==> src/rtl/dcache_miss_controller.sv <==
// Data-cache miss sequencer: resolves hits in IDLE, writes back dirty victims, refills lines word by word.
// Optional macro DCACHE_PERF_CNT_EN adds hit/miss/writeback event counters.
module dcache_miss_controller #(
  parameter int LINE_WORDS  = 4,
  parameter int MEM_LATENCY = 4,
  parameter int IDX_W       = (LINE_WORDS > 1) ? $clog2(LINE_WORDS) : 1
) (
  input  logic             clk,
  input  logic             rst_b,
  input  logic             req_valid,
  input  logic             req_write,
  input  logic             cache_hit,
  input  logic             cache_dirty,
  input  logic             halted,
  output logic             stall,
  output logic             done,
  output logic             we_cache,
  output logic             cache_input_type,
  output logic             memory_address_type,
  output logic             we_memory,
  output logic             set_dirty,
  output logic             set_valid,
  output logic [IDX_W-1:0] word_idx,
`ifdef DCACHE_PERF_CNT_EN
  output logic [31:0]      hit_count,
  output logic [31:0]      miss_count,
  output logic [31:0]      wb_count,
`endif
  output logic [1:0]       fsm_state
);

  localparam int LAT_W = (MEM_LATENCY > 1) ? $clog2(MEM_LATENCY) : 1;
  localparam logic [LAT_W-1:0] LAT_LAST = LAT_W'(MEM_LATENCY - 1);
  localparam logic [IDX_W-1:0] IDX_LAST = IDX_W'(LINE_WORDS - 1);

  typedef enum logic [1:0] {IDLE = 2'd0, WB = 2'd1, REFILL = 2'd2, RETRY = 2'd3} state_t;

  state_t           state, state_nxt;
  logic [LAT_W-1:0] lat_cnt, lat_nxt;
  logic [IDX_W-1:0] idx_nxt;
  logic             req_act, xfer, last_word;

  assign fsm_state = state;
  // Reset is folded in so the Mealy IDLE outputs are quiet while rst_b is low.
  assign req_act   = req_valid && !halted && rst_b;
  assign xfer      = (lat_cnt == LAT_LAST);
  assign last_word = (word_idx == IDX_LAST);

  always_ff @(posedge clk or negedge rst_b) begin
    if (!rst_b) begin
      state    <= IDLE;
      lat_cnt  <= '0;
      word_idx <= '0;
    end else begin
      state    <= state_nxt;
      lat_cnt  <= lat_nxt;
      word_idx <= idx_nxt;
    end
  end

  always_comb begin
    state_nxt           = state;
    lat_nxt             = lat_cnt;
    idx_nxt             = word_idx;
    stall               = 1'b0;
    done                = 1'b0;
    we_cache            = 1'b0;
    cache_input_type    = 1'b0;
    memory_address_type = 1'b0;
    we_memory           = 1'b0;
    set_dirty           = 1'b0;
    set_valid           = 1'b0;
    case (state)
      IDLE: begin
        if (req_act) begin
          if (cache_hit) begin
            done = 1'b1;
            if (req_write) begin
              we_cache  = 1'b1;
              set_valid = 1'b1;
              set_dirty = 1'b1;
            end
          end else begin
            stall     = 1'b1;
            state_nxt = cache_dirty ? WB : REFILL;
          end
        end
      end
      WB: begin
        stall               = 1'b1;
        memory_address_type = 1'b1;
        if (xfer) begin
          we_memory = 1'b1;
          lat_nxt   = '0;
          if (last_word) begin
            idx_nxt   = '0;
            state_nxt = REFILL;
          end else begin
            idx_nxt = word_idx + IDX_W'(1);
          end
        end else begin
          lat_nxt = lat_cnt + LAT_W'(1);
        end
      end
      REFILL: begin
        stall = 1'b1;
        if (xfer) begin
          we_cache         = 1'b1;
          cache_input_type = 1'b1;
          // Line becomes valid only with its final word.
          set_valid        = last_word;
          lat_nxt          = '0;
          if (last_word) begin
            idx_nxt   = '0;
            state_nxt = RETRY;
          end else begin
            idx_nxt = word_idx + IDX_W'(1);
          end
        end else begin
          lat_nxt = lat_cnt + LAT_W'(1);
        end
      end
      RETRY: begin
        stall     = 1'b1;
        state_nxt = IDLE;
      end
      default: state_nxt = IDLE;
    endcase
  end

`ifdef DCACHE_PERF_CNT_EN
  logic from_retry;

  always_ff @(posedge clk or negedge rst_b) begin
    if (!rst_b) begin
      from_retry <= 1'b0;
      hit_count  <= '0;
      miss_count <= '0;
      wb_count   <= '0;
    end else begin
      from_retry <= (state == RETRY);
      // A done right after RETRY completes a miss, not a hit.
      if (state == IDLE && done && !from_retry) hit_count <= hit_count + 32'd1;
      if (state == IDLE && state_nxt != IDLE)   miss_count <= miss_count + 32'd1;
      if (state == IDLE && state_nxt == WB)     wb_count <= wb_count + 32'd1;
    end
  end
`endif

endmodule

==> config.mk <==
export PLATFORM = sky130hd
export DESIGN_NAME = dcache_miss_controller
export DESIGN_NICKNAME = d
export VERILOG_FILES = /design/src/rtl/dcache_miss_controller.sv
export SDC_FILE = /design/constraint.sdc
export NUM_CORES = 1
export LEC_CHECK = 0
export BUFFER_PORTS_ARGS = -buffer_cell sky130_fd_sc_hd__buf_2
export CORE_UTILIZATION = 30
export DETAILED_ROUTE_END_ITERATION = 10
export PLACE_DENSITY = 0.54
export SYNTH_ARGS = -nofsm -noshare
export SYNTH_HDL_FRONTEND = slang
export SYNTH_SLANG_ARGS = --single-unit
==> constraint.sdc <==
create_clock -name clk -period 1.79 [get_ports clk]
set_input_delay 0.358 -clock clk [delete_from_list [all_inputs] [get_ports clk]]
set_output_delay 0.358 -clock clk [all_outputs]
set_load 0.05 [all_outputs]
* Word-level counts from Yosys, hierarchy flattened
Cells that the tools add are included.
** Operators by class
- Add/sub/neg operators :: 2
- Equality and inequality tests :: 11
- Muxes and demuxes :: 27
- Reduce and logical (&&, ||, !) cells :: 8
** Operators by type and width (count)
- $mux W2 :: 9
- $mux W1 :: 14
- $ne A2 B2 Y1 const B :: 6
- $eq A2 B2 Y1 const B :: 4
- $pmux W2 S4 :: 1
- $pmux W1 S2 :: 3
- $reduce_and A6 Y1 :: 1
- $add A2 B1 Y2 const B :: 2
- $reduce_or A3 Y1 :: 1
- $eq A2 B1 Y1 const B :: 1
- $logic_and A1 B1 Y1 :: 2
- $logic_not A2 Y1 :: 1
- $reduce_and A2 Y1 :: 1
- $reduce_or A2 Y1 :: 1
- $logic_not A1 Y1 :: 1
** Word-level totals
- Flip-flop bits (word level) :: 6
- Input port bits :: 7
- Output and inout bits :: 12
- Logic and storage cells :: 51

* Longest topological paths before layout
Gate-level depths: netlist of the first run.
- Depth in word-level cells :: 5
- Gate-level depth with buffers :: 6
- Mapped depth without buffers :: 6

* Least setup slack after synthesis of the first run
OpenSTA, ideal clock, no wires.
- Kind :: reg-to-output
- From :: reg state[0], in the netlist fsm_state[0]
- To :: out set_valid
- Data arrival time :: 1787 ps
- Slack :: -355 ps
- Stages on the path, launching flop included :: 7
- Path through :: dfrtp_1 -> inv_1 -> ha_1 -> nand2_1 -> inv_1 -> nand2_1 -> nand2_1
** On the way
- Cells in the longest elaborated chain, start to end :: 2
** Ends and longest elaborated chain
- start, declared :: line 38 : state_t state, state_nxt;
- start signal, assigned :: line 55 : state <= state_nxt;
- $eq A2 B2 Y1 / $logic_not A2 Y1 (equally long branches) :: line 73 : case (state)
- $pmux W1 S2 (*) :: line 73
- end, declared :: line 22 : output logic set_valid,
Every way passes the cells marked *; elsewhere a longest branch is shown, timed or not.

* Final worst setup path of the first run
- From :: reg state[1], in the netlist fsm_state[1]
- To :: out we_cache
** On the way
- Cells in the longest elaborated chain, start to end :: 2
** Ends and longest elaborated chain
- $eq A2 B2 Y1 / $logic_not A2 Y1 (equally long branches) :: line 73
- $pmux W1 S2 (*) :: line 73
- end, declared :: line 17 : output logic we_cache,
Marked as above.

==> key figures, run 1 <==
Route
  – Routed wire length: 851 um
  – Detailed-route wire length per cell: 10.51 um
  – Vias: 372
  – DRC viols: 0
  – Iteration-0 DRC count of the detailed router: 2
  – Vias per cell: 4.593
  – Antenna viol nets, final: 0
  – DRT Pass-1 Iters: 2

Layout
  – Fill count: 124
  – Multi-input gate area: 305.3 sq um
  – Final nets: 80
  – Area delta synth->final: 57.27%
  – Antenna cells: 0
  – Layout cell share with drive strength beyond 1: 0.6667
  – FF+latch area: 152.6 sq um
  – Final Cell Area: 676.9 sq um

STA
  – Max Clk Rate: 0.5687 GHz
  – Slew at the pin closest to its max-slew limit: 0.2443 ns
  – RSZ-0062 raised after global routing: true
  – Setup TNS: 0 ns
  – Clock Skew: 0.01338 ns
  – Slew margin rel.: 0.8366
  – # setup viols final: 0
  – Final Critical Period: 1.758 ns
  – Final Max Slew Viols: 0
  – Worst Setup Slack, final: 0.03168 ns
  – Final period utilization: 0.9823
  – Final hold vios: 0

Die
  – Die ar.: 1590 sq um
  – Die width: 39.88 um
  – Die Y: 39.88 um
  – I/O pin total: 19
  – Core footprint: 1318 sq um
  – Starting Density: 0.3267
  – Placement Rows: 13

Synth
  – Top cells by count, synth: dfrtp_1, ha_1, nand2_1, inv_1, mux2i_1
  – Netlist cell types: 17
  – Synth Area in Compound Gates: 0.05814
  – Mux cell area share after synthesis: 0.1715
  – Cell taking the most area after synthesis: dfrtp_1
  – Seq/Total Area, Yosys: 0.3488
  – Syn avg cell area: 10.76 sq um
  – Synth warn: 0
  – Synthesized net count: 53
  – Post-synth ARST share: 1.000
  – Largest family of logic cells by synthesized area: simple AND/OR/NAND/NOR gates
  – Synth Flop Type: dfrtp_1
  – Adder-cell share of the synthesized area: 0.1744
  – Synth top area cells: dfrtp_1, ha_1, mux2i_1
  – Post-synthesis xor/xnor area fraction: 0
  – EDFF count, synth: 0
  – Post-Syn Instances: 40
  – Simple-gate share of the synthesized area: 0.2035
  – Synth Cell Area: 430.4 sq um
  – Synth top area share: 0.3488
  – Yosys reg bits: 6

Place
  – DP Area: 581.8 sq um
  – DP HPWL: 683.4 um
  – GPL Wtd Cong: 0.7122
  – Pre-CTS setup slack: 0.1264 ns
  – Port bufs: 18

Run
  – # Max-Cap Violations: 0

Outcome
  – Status: finished clean

Clocking
  – Longest Clk Path Bufs: 2
  – Later-pin clock latency in the skew report: 0.24 ns
  – Total CTS buffers: 3
  – # clock sinks: 6
  – Root buffer cell: clkbuf_4
  – CTS tree: done
  – Reg clk slew, reported paths: 0.06 ns
  – H-tree depth: 1

Global routing
  – Vias in the first global route: 337
  – Total GRT Usage: 0.1277
  – Antenna violations before repair: 0
  – Largest net degree at the start of global routing: 8
  – First-pass GRT wire length: 1.324 mm
  – Total gr overflow: 0

Worst setup path
  – Critical path fanouts, max: 4
  – Required @ worst endpoint: 1.43 ns
  – Setup CP Type: reg -> out
  – Startpoint Class: flop
  – Worst Path Arrival: 1.40 ns
  – Nature of the critical path endpoint: output port

Min path
  – Min-delay worst type: in -> async
-- stage by stage --
| step | hold slack [ns] | util | std cells |
|---|---|---|---|
| floorplan | 0.06241 | - | 40 |
| detailed placement | 0.2951 | 0.4416 | 75 |
| CTS | 0.02448 | 0.4976 | 80 |
| global placement | 0.2985 | 0.4416 | 75 |
| finish | 0.02924 | 0.5138 | 81 |
| global route | 0.02825 | 0.5138 | 81 |
-- sequential cells by signal, summed over array words and instances (netlist names) --
signal	count
fsm_state	2
lat_cnt	2
word_idx	2
-- what timing repair did --
| action | CTS | global route |
|---|---|---|
| resized for setup | 12 | 2 |
| setup endpoints to repair | 3 | 4 |
| pin swaps | 2 | 3 |
| cloned | 0 | 0 |
| buffers inserted | 1 | 1 |
| hold buffers | 0 | 0 |
-- kinds of logic (layout without fill, tap and decap cells) --
kind of cell	count (synthesis)	after routing
buf+inv	5	31
compound gates	3	3
flops	6	6
fa+ha+maj	6	6
simple gates	13	13
mux	7	7
-- cells in the final DEF (no fill, tap or decap), types with 2 or more instances in the layout --
cell      count
clkbuf_4      3
dfrtp_2       2
ha_1          3
inv_4         2
nand2_1       2
buf_4         4
dfrtp_1       4
buf_8         2
mux2i_1       4
nand2_2       3
buf_2        15
mux2_2        2
ha_4          2
-- final timing paths --
path	slack, ns	to	cells after the start	start
setup / recovery	0.03	we_cache	5	fsm_state[1]$_DFFE_PN0P_
max in group asynchronous	1.62	lat_cnt[0]$_DFFE_PN0P_	2	rst_b
hold / removal	0.03	word_idx[0]$_DFFE_PN0P_	2	rst_b
setup reg to reg	0.28	word_idx[1]$_DFFE_PN0P_	5	fsm_state[0]$_DFFE_PN0P_
hold reg to reg	0.51	lat_cnt[1]$_DFFE_PN0P_	1	lat_cnt[1]$_DFFE_PN0P_
min in group clk	0.46	fsm_state[0]$_DFFE_PN0P_	3	cache_dirty
-- cell type report --
cell class	count	share of cell area
inverters	5	0.04067
repair buffers	22	0.2163
clock buffers	4	0.03882
flip-flops and latches	6	0.2255
well taps	15	0.02773
multi-input cells	29	0.4510
-- worst max-delay path, cell delays in order (launching register included) --
cell and delay (ns):
dfrtp_2 0.44, inv_4 0.09, ha_4 0.13, nand4_1 0.20, nand2_2 0.14, buf_8 0.15
-- per-layer routing --
metal  global-route usage  part of all wire  routed length (um)  vias up
met5                    0                 0                   0        -
met4              0.05172                 0                   0        0
met3              0.01705             0.047                  40        0
met2               0.2379              0.53                 452       11
met1               0.1399              0.42                 358      171
li1                     -                 -                   -      190
Power of run 1 is not shown: default switching activity piles up to over one toggle a cycle in this logic, so the estimate is an artifact.
==> run 2, diff against run 1 <==
--- a/config.mk
+++ b/config.mk
@@ -5,6 +5,7 @@
 export SDC_FILE = /design/constraint.sdc
 export NUM_CORES = 1
 export LEC_CHECK = 0
+export ABC_CLOCK_PERIOD_IN_PS = 2000
 export BUFFER_PORTS_ARGS = -buffer_cell sky130_fd_sc_hd__buf_2
 export CORE_UTILIZATION = 30
 export DETAILED_ROUTE_END_ITERATION = 10
==> constraint.sdc (replaced) <==
create_clock -name clk -period 2 [get_ports clk]
set_input_delay 0.4 -clock clk [delete_from_list [all_inputs] [get_ports clk]]
set_output_delay 0.4 -clock clk [all_outputs]
set_load 0.05 [all_outputs]
==> key figures, run 2 (synthesis gave the netlist of run 1 again) <==
Clocking
  – Total CTS buffers: 3 (unchanged)
  – Later-pin clock latency in the skew report: 0.24 ns (about the same)
  – Root buffer cell: clkbuf_4 (unchanged)
  – Reg clk slew, reported paths: 0.05 ns (was 0.06 ns)
  – H-tree depth: 1 (unchanged)
  – # clock sinks: 6 (unchanged)
  – Post-CTS setup repair buffer count: 0 (was 1)
  – Hold Buf Count CTS: 0 (unchanged)
  – CTS tree: done (unchanged)
  – Longest Clk Path Bufs: 2 (unchanged)

STA
  – Setup TNS: 0 ns (unchanged)
  – Final period utilization: 0.9439
  – Slew at the pin closest to its max-slew limit: 0.2505 ns (was 0.2443 ns)
  – RSZ-0062 raised after global routing: false (was true)
  – Slew margin rel.: 0.8341 (was 0.8366)
  – # setup viols final: 0 (unchanged)
  – Clock Skew: 0.006118 ns (was 0.01338 ns)
  – Max Clk Rate: 0.5297 GHz
  – Final hold vios: 0 (unchanged)
  – Final Critical Period: 1.888 ns
  – Final Max Slew Viols: 0 (unchanged)

Worst setup path
  – Worst path max stage delay: 0.40 ns (was 0.44 ns)
  – Register-to-Register Path Depth: 4 (was 5)
  – Critical path fanouts, max: 5 (was 4)
  – Crit-path cells: inv_1 > ha_2 > nand4_1 > nand2_1 > clkbuf_4 (was inv_4 > ha_4 > nand4_1 > nand2_2 > buf_8)
  – Reg-to-reg slack, setup: 0.61 ns (was 0.28 ns)
  – Worst R2R Start: fsm_state[0]$_DFFE_PN0P_ (unchanged)
  – CP max-delay cell: dfrtp_2 (unchanged)
  – Worst Path Arrival: 1.49 ns (was 1.40 ns)
  – Required @ worst endpoint: 1.60 ns (was 1.43 ns)
  – Nature of the critical path endpoint: output port (unchanged)
  – Startpoint Class: flop (unchanged)
  – R2R Path End: word_idx[1]$_DFFE_PN0P_ (unchanged)
  – Setup CP Type: reg -> out (unchanged)
  – WP buf/inv: 2 (unchanged)
  – Cell family with most CP delay: flip-flops (unchanged)

Place
  – Port bufs: 18 (unchanged)
  – GPL Wtd Cong: 0.6956 (was 0.7122)
  – DP HPWL: 672 um (was 683.4 um)

Layout
  – Layout cell share with drive strength beyond 1: 0.5238 (was 0.6667)
  – Final nets: 77 (was 80)
  – Antenna cells: 0 (unchanged)
  – Commonest non-fill, non-tap cells in the layout: buf_2, nand2_1, clkbuf_4, dfrtp_1 (was buf_2, mux2i_1, dfrtp_1, buf_4)
  – Most common cell after layout, fill and taps aside: buf_2 (unchanged)
  – Area delta synth->final: 38.08% (was 57.27%)
  – End-of-flow core utilization: 0.4511 (was 0.5138)

Global routing
  – Largest net degree at the start of global routing: 8 (unchanged)
  – First-pass GRT wire length: 1.159 mm (was 1.324 mm)
  – Total GRT Usage: 0.1203 (was 0.1277)
  – Antenna violations before repair: 0 (unchanged)
  – Vias in the first global route: 290 (was 337)
  – Total gr overflow: 0 (unchanged)

Die
  – Core footprint: 1318 sq um (unchanged)
  – Die width: 39.88 um (unchanged)
  – Starting Density: 0.3267 (unchanged)
  – Placement Rows: 13 (unchanged)
  – Die ar.: 1590 sq um (unchanged)
  – Die Y: 39.88 um (unchanged)
  – I/O pin total: 19 (unchanged)

Route
  – DRC viols: 0 (unchanged)
  – Antenna viol nets, final: 0 (unchanged)
  – Vias per cell: 4.628 (was 4.593)
  – Routed wire length: 772 um (was 851 um)
  – Vias: 361 (was 372)
  – Iteration-0 DRC count of the detailed router: 1 (was 2)
  – DRT Pass-1 Iters: 2 (unchanged)
  – Detailed-route wire length per cell: 9.897 um (was 10.51 um)

Min path
  – Min-delay worst type: in -> async (unchanged)

Run
  – # Max-Cap Violations: 0 (unchanged)

Outcome
  – Status: finished clean (unchanged)
[run 2: changes by cell type in the layout (fill, tap and decap cells not counted), moves of 2 or more]
cell      before  now
inv_1          1    4
buf_4          4    2
clkbuf_4       3    5
inv_4          2    0
buf_8          2    0
nand2_2        3    1
ha_4           2    0
nand2_1        2    5
[run 2: routing by layer]
layer / vias to the layer above / global-route usage / part of all wire
met5: - / 0 / 0
met4: 0 / 0.1034 / 0.010
met3: 2 / 0.05114 / 0.048
met2: 10 / 0.1774 / 0.49
met1: 166 / 0.1285 / 0.44
li1: 183 / - / -
[run 2: worst max-delay path by stage]
stage	startpoint	endpoint	slack (ns)	depth (start not counted)
after global placement	fsm_state[1]$_DFFE_PN0P_	we_cache	0.30	5
final	fsm_state[0]$_DFFE_PN0P_	we_cache	0.11	5
after detailed placement	fsm_state[0]$_DFFE_PN0P_	we_cache	0.27	5
after floorplan	fsm_state[0]$_DFFE_PN0P_	set_valid	0.00008	6
after CTS	fsm_state[0]$_DFFE_PN0P_	set_valid	0.04	7
after global routing	fsm_state[0]$_DFFE_PN0P_	set_valid	0.01	7
[run 2: layout make-up]
type	instances	area [sq um]
flip-flops and latches	6	151.4
repair buffers	19	105.1
fillers	131	723.2
inverters	5	22.52
multi-input cells	29	270.3
well taps	15	18.77
clock buffers	4	26.28
[run 2: worst reg2reg max path, cell delays in order, from the launching register on]
cell and delay, ns:
dfrtp_2 0.40, inv_1 0.12, ha_1 0.29, nand2_1 0.13, mux2_1 0.33
[run 2: timing repair]
item                                    in CTS  in global routing
endpoints found under the setup margin       1                  3
resized for setup                            1                  4
pin swaps                                    0                  0
[run 2: per-stage QoR]
| step | cells | hold slack [ns] | setup slack, ns | cell area, sq um |
|---|---|---|---|---|
| after global placement | 74 | 0.3371 | 0.2963 | 558.0 |
| after detailed placement | 74 | 0.3389 | 0.2710 | 558.0 |
| final | 78 | 0.07903 | 0.1123 | 594.3 |
| after global routing | 78 | 0.07816 | 0.01086 | 594.3 |
| after floorplan | 40 | 0.1044 | 0.00008338 | 441.7 |
| after CTS | 78 | 0.07624 | 0.03728 | 586.8 |
Power of run 2 is left out for the same reason.
